<file path="config.mk">
export PLATFORM = sky130hd
export DESIGN_NAME = copy_check
export DESIGN_NICKNAME = d
export VERILOG_FILES = /design/src/rtl/copy_check.sv
export SDC_FILE = /design/constraint.sdc
export NUM_CORES = 1
export LEC_CHECK = 0
export BUFFER_PORTS_ARGS = -buffer_cell sky130_fd_sc_hd__buf_4
export CAP_MARGIN = 15
export CORE_MARGIN = 2
export CORE_UTILIZATION = 25
export CTS_CLUSTER_DIAMETER = 150
export DETAILED_ROUTE_END_ITERATION = 8
export GPL_TIMING_DRIVEN = 0
export SYNTH_ARGS = -nofsm -noshare
export SYNTH_HDL_FRONTEND = slang
export SYNTH_SLANG_ARGS = --single-unit
</file>
<file path="constraint.sdc">
create_clock -name clk -period 4.6 [get_ports clk]
set_input_delay 0.46 -clock clk [delete_from_list [all_inputs] [get_ports clk]]
set_output_delay 0.46 -clock clk [all_outputs]
set_load 0.05 [all_outputs]
</file>
<file path="src/rtl/copy_check.sv">
// copy_check: post-copy verifier. Walks source and destination memories in lockstep
// from the given start addresses and compares them word by word. It stops on the
// source sentinel, on the last source address, or on the last destination address.
// It reports the word count, the mismatch count, the first failing destination
// address and the OR of all failing bits.
module copy_check #(
    parameter int unsigned       ADDR_W   = 12,
    parameter int unsigned       WIDTH    = 16,
    parameter logic [WIDTH-1:0]  SENTINEL = {WIDTH{1'b1}}
) (
    input  logic              clk,
    input  logic              rst_n,
    input  logic              start,
    input  logic [ADDR_W-1:0] src_start,
    input  logic [ADDR_W-1:0] dst_start,
    output logic [ADDR_W-1:0] src_addr,
    input  logic [WIDTH-1:0]  src_rdata,
    output logic [ADDR_W-1:0] dst_addr,
    input  logic [WIDTH-1:0]  dst_rdata,
    output logic              busy,
    output logic              done,
    output logic [ADDR_W:0]   words_checked,
    output logic [ADDR_W:0]   mismatch_cnt,
    output logic [ADDR_W-1:0] first_err_addr,
    output logic [WIDTH-1:0]  err_bits,
    output logic              src_end,
    output logic              dst_end
);

    typedef enum logic [1:0] {StIdle, StRd, StCmp, StDone} state_e;

    localparam logic [ADDR_W-1:0] LastAddr = {ADDR_W{1'b1}};
    localparam logic [ADDR_W-1:0] PtrOne   = {{(ADDR_W-1){1'b0}}, 1'b1};
    localparam logic [ADDR_W:0]   CntOne   = {{ADDR_W{1'b0}}, 1'b1};

    state_e            state_q, state_d;
    logic [ADDR_W-1:0] src_ptr_q, src_ptr_d;
    logic [ADDR_W-1:0] dst_ptr_q, dst_ptr_d;
    logic [ADDR_W:0]   words_q, words_d;
    logic [ADDR_W:0]   mism_q, mism_d;
    logic [ADDR_W-1:0] first_err_q, first_err_d;
    logic [WIDTH-1:0]  err_bits_q, err_bits_d;
    logic              src_end_q, src_end_d;
    logic              dst_end_q, dst_end_d;

    logic              is_sentinel;
    logic              is_mismatch;
    logic              at_src_last;
    logic              at_dst_last;

    assign is_sentinel = (src_rdata == SENTINEL);
    assign is_mismatch = (src_rdata != dst_rdata);
    assign at_src_last = (src_ptr_q == LastAddr);
    assign at_dst_last = (dst_ptr_q == LastAddr);

    // State and result registers; everything clears asynchronously on reset.
    always_ff @(posedge clk or negedge rst_n) begin
        if (!rst_n) begin
            state_q     <= StIdle;
            src_ptr_q   <= '0;
            dst_ptr_q   <= '0;
            words_q     <= '0;
            mism_q      <= '0;
            first_err_q <= '0;
            err_bits_q  <= '0;
            src_end_q   <= 1'b0;
            dst_end_q   <= 1'b0;
        end else begin
            state_q     <= state_d;
            src_ptr_q   <= src_ptr_d;
            dst_ptr_q   <= dst_ptr_d;
            words_q     <= words_d;
            mism_q      <= mism_d;
            first_err_q <= first_err_d;
            err_bits_q  <= err_bits_d;
            src_end_q   <= src_end_d;
            dst_end_q   <= dst_end_d;
        end
    end

    // Next-state: accept start when idle/done, then alternate RD/CMP until a stop rule fires.
    always_comb begin
        state_d     = state_q;
        src_ptr_d   = src_ptr_q;
        dst_ptr_d   = dst_ptr_q;
        words_d     = words_q;
        mism_d      = mism_q;
        first_err_d = first_err_q;
        err_bits_d  = err_bits_q;
        src_end_d   = src_end_q;
        dst_end_d   = dst_end_q;

        unique case (state_q)
            StIdle, StDone: begin
                if (start) begin
                    src_ptr_d   = src_start;
                    dst_ptr_d   = dst_start;
                    words_d     = '0;
                    mism_d      = '0;
                    first_err_d = '0;
                    err_bits_d  = '0;
                    src_end_d   = 1'b0;
                    dst_end_d   = 1'b0;
                    state_d     = StRd;
                end
            end
            StRd: begin
                // Address was presented last cycle; data lands for the CMP cycle.
                state_d = StCmp;
            end
            StCmp: begin
                if (is_sentinel) begin
                    // The sentinel word terminates the block and is never compared.
                    state_d = StDone;
                end else begin
                    words_d = words_q + CntOne;
                    if (is_mismatch) begin
                        mism_d     = mism_q + CntOne;
                        err_bits_d = err_bits_q | (src_rdata ^ dst_rdata);
                        if (mism_q == '0) begin
                            first_err_d = dst_ptr_q;
                        end
                    end
                    if (at_src_last) begin
                        src_end_d = 1'b1;
                    end
                    if (at_dst_last) begin
                        dst_end_d = 1'b1;
                    end
                    if (at_src_last || at_dst_last) begin
                        // Stopping here keeps the pointers from ever wrapping.
                        state_d = StDone;
                    end else begin
                        src_ptr_d = src_ptr_q + PtrOne;
                        dst_ptr_d = dst_ptr_q + PtrOne;
                        state_d   = StRd;
                    end
                end
            end
            default: begin
                state_d = StIdle;
            end
        endcase
    end

    // Outputs decode straight from registers so reset clears them without a clock.
    always_comb begin
        busy           = (state_q == StRd) || (state_q == StCmp);
        done           = (state_q == StDone);
        src_addr       = src_ptr_q;
        dst_addr       = dst_ptr_q;
        words_checked  = words_q;
        mismatch_cnt   = mism_q;
        first_err_addr = first_err_q;
        err_bits       = err_bits_q;
        src_end        = src_end_q;
        dst_end        = dst_end_q;
    end

endmodule

</file>
==> results_dict.tcl <==
set metrics [dict create \
    grt_pass1_wl_um 23300 \
    timing.rr.start "state_q[0]" \
    post_drt_wl_per_cell_um 17.3 \
    core_um2 17300 \
    power_switching_mw 2.37 \
    multi_input_area_um2 2220 \
    finalSetupTns_ns 0 \
    cp-end-kind "flop" \
    clock_path_buffers 2 \
    max_freq_ghz 0.341 \
    ir_worst_vdd_mv 0.319 \
    synth_warnings 0 \
    worstSetupStartpoint "state_q[0]" \
    slowest_delay_ns 0.51 \
    critPathBufInv 5 \
    fin_worst_skew_ns 0.00770 \
    fin_nets 709 \
    io_pins 141 \
    post-cts-setup-buffers 0 \
    post-route-drc-count 0 \
    num_rows 48 \
    io_buffers 140 \
    hold_buffers 0 \
    fin_crit_ns 2.93 \
    drive_gt1_share_pct 26.1 \
    drt_iter0_markers 206 \
    synth_edf_count 0 \
    grt_pass1_vias 4200 \
    cts_tree "built" \
    die-area_um2 18800 \
    synth_cell_type_count 47 \
    yosys-top-cells-count "dfrtp_1 (82), nand2_1 (54), nor2_1 (47)" \
    ys_ff_latch 82 \
    fillerInstances 1827 \
    worst-path-max-fanout 10 \
    ant_nets 0 \
    combinationalPowerShare_pct 57.4 \
    p_clk_share_pct 15.7 \
    crit_chain "inv_1, ha_1, inv_1, clkbuf_1, and3_1, clkbuf_1, buf_1, nor2_1" \
    crit_end "err_bits[13]" \
    fin_cells 872 \
    arrival_ns 3.13 \
    dp_hpwl_um 11100 \
    hold_path.class "input port to flop" \
    cp.depth 8 \
    seqCellArea_um2 2050 \
    path_delay_family "buffers and inverters" \
    intPower_mw 2.18 \
    path_class "flop to flop" \
    first_pass_iters 5 \
    hp-start "start" \
    grt_max_degree 83 \
    finalWirelength_um 15100 \
    initial_core_util_pct 25.6 \
    power.density_nw_per_um2 749 \
    finalHoldViolCount 0 \
    htreeDepth 3 \
    swShare_pct 52.1 \
    cts-root-buf "clkbuf_16" \
    dp_cells 854 \
    ys.flop_type "dfrtp_1" \
    yosysMostFrequentCell "dfrtp_1" \
    post_cts_resized 0 \
    track_usage_pct 16.4 \
    vias 4330 \
    syn_nets 556 \
    seqPwrFrac_pct 27.0 \
    cpMaxStageDelayCell "clkbuf_1" \
    p_leak_nw 2.65 \
    rsz0062_at_grt "no" \
    setup_viol 0 \
    syn_avg_cell_area_um2 9.04 \
    relSlewSlack_pct 55.7 \
    utilization_pct 35.1 \
    syn2layout_area_growth_pct 37.3 \
    status "completed" \
    vias_per_cell 4.97 \
    clk_pin_slew_ns 0.06 \
    gp_congestion 0.861 \
    synth_top_cell_by_area "dfrtp_1" \
    worst_slew_pin_slew_ns 0.660 \
    num_antenna_cells 0 \
    r2r-end "err_bits[13]" \
    cap_violations 0 \
    cts_made_buffers 9 \
    slew_viol_final 0 \
    globalRouteOverflowTotal 0 \
    die_x_um 137 \
    required_ns 4.80 \
    period_share_pct 63.7 \
    reg2reg_slack_ns 1.67 \
    reg2regPathDepth 8 \
    synth_area_leaders "dfrtp_1 (46%), nand2_1 (4.6%), a21oi_1 (4.5%)" \
    synth_seq_area_share_pct 46.4 \
    die_h_um 137 \
    antenna_found_initial 0 \
    syn_inst 489 \
    synth_top_area_share_pct 46.4 \
    startpoint_type "flop" \
    netlist_area_um2 4420 \
    worstSkewPairLatency_ns 0.34 \
    numClockSinks 82 \
    synthArstFlopShare_pct 100 \
]
==> worst min path at each step <==
stage	end	slack [ns]	cells after the start
floorplan	dst_addr[0]	0.16	0
global placement	err_bits[0]	0.47	1
detailed placement	err_bits[0]	0.48	1
CTS	state_q[1]	0.32	2
global route	dst_addr[2]	0.35	2
finish	state_q[1]	0.34	2
==> sequential cells by signal (all words and copies together), names as in the netlist <==
register        flops
first_err_addr     12
mismatch_cnt       13
dst_addr           12
dst_end             1
words_checked      13
src_end             1
src_addr           12
err_bits           16
state_q             2
==> power by group through the flow <==
stage                     registers, mW  logic [mW]  clock network [mW]
after floorplan                    1.96        1.01                   0
after CTS                          1.23        2.63               0.735
final                              1.23        2.61               0.713
after global routing               1.27        2.80               0.759
after global placement             1.23        2.61                   0
after detailed placement           1.24        2.62                   0
==> metal layers <==
| metal | wire length, um | vias to the layer above | global-route usage [%] |
|---|---|---|---|
| met5 | 0 | - | 0 |
| met1 | 6790 | 2070 | 22.0 |
| met2 | 7090 | 147 | 25.9 |
| li1 | - | 2095 | - |
| met4 | 255 | 0 | 6.30 |
| met3 | 961 | 18 | 3.48 |
==> metrics by stage <==
stage / worst slack, ns / power [mW] / instance area, um^2 / hold WS, ns
floorplan: 2.24 / 2.97 / 4420 / 0.164
finish: 1.67 / 4.55 / 6070 / 0.342
global placement: 1.68 / 3.84 / 5760 / 0.475
global route: 1.45 / 4.83 / 6070 / 0.348
detailed placement: 1.64 / 3.86 / 5760 / 0.482
CTS: 1.63 / 4.59 / 6040 / 0.323
==> worst reg2reg max path, stage by stage, from the launching register on <==
cell      delay, ns
dfrtp_1        0.39
inv_1          0.06
ha_1           0.27
inv_1          0.11
clkbuf_1       0.42
and3_1         0.40
clkbuf_1       0.51
buf_1          0.51
nor2_1         0.12
==> cell usage in the layout (no fill, tap or decap), types with 2 or more instances in the layout <==
master,n
nor2_1,47
nor4_1,8
o31ai_1,7
nor4_2,2
o21a_1,13
buf_2,6
a211oi_1,4
nand2b_1,2
clkbuf_16,9
clkbuf_1,17
buf_1,3
nand3_1,27
buf_4,142
a21o_1,4
or4_1,7
nand2_1,54
inv_1,12
nand4_1,17
a311oi_1,2
a31oi_1,2
o311ai_0,2
and3_1,8
a21oi_2,2
o22ai_1,8
nor3_1,10
dfrtp_1,82
o211ai_1,2
clkinv_2,2
or3_1,6
a21oi_1,40
ha_1,8
xor2_1,8
o21ai_0,32
nor4b_1,2
mux2i_1,15
xnor2_1,19
==> cell type report <==
class / instances / area share [%]
multi-input combinational: 371 / 36.6
tap: 225 / 4.64
sequential: 82 / 33.8
inverter: 12 / 0.742
clock inverter: 3 / 0.659
buffer: 24 / 1.73
timing repair buffer: 142 / 17.9
clock buffer: 13 / 3.96
==> logic make-up after synthesis <==
family                     count (synthesis)  share of synthesized area, %
buffers and inverters                     36                          3.39
xor gates and xnor gates                  27                          5.35
muxes                                     15                          3.39
AOI/OAI and AO/OA                        128                          17.9
adders and majority gates                  8                          2.26
and+or+nand+nor                          193                          21.3
DFF                                       82                          46.4
Note: power is estimated with default switching activity, not from simulation.
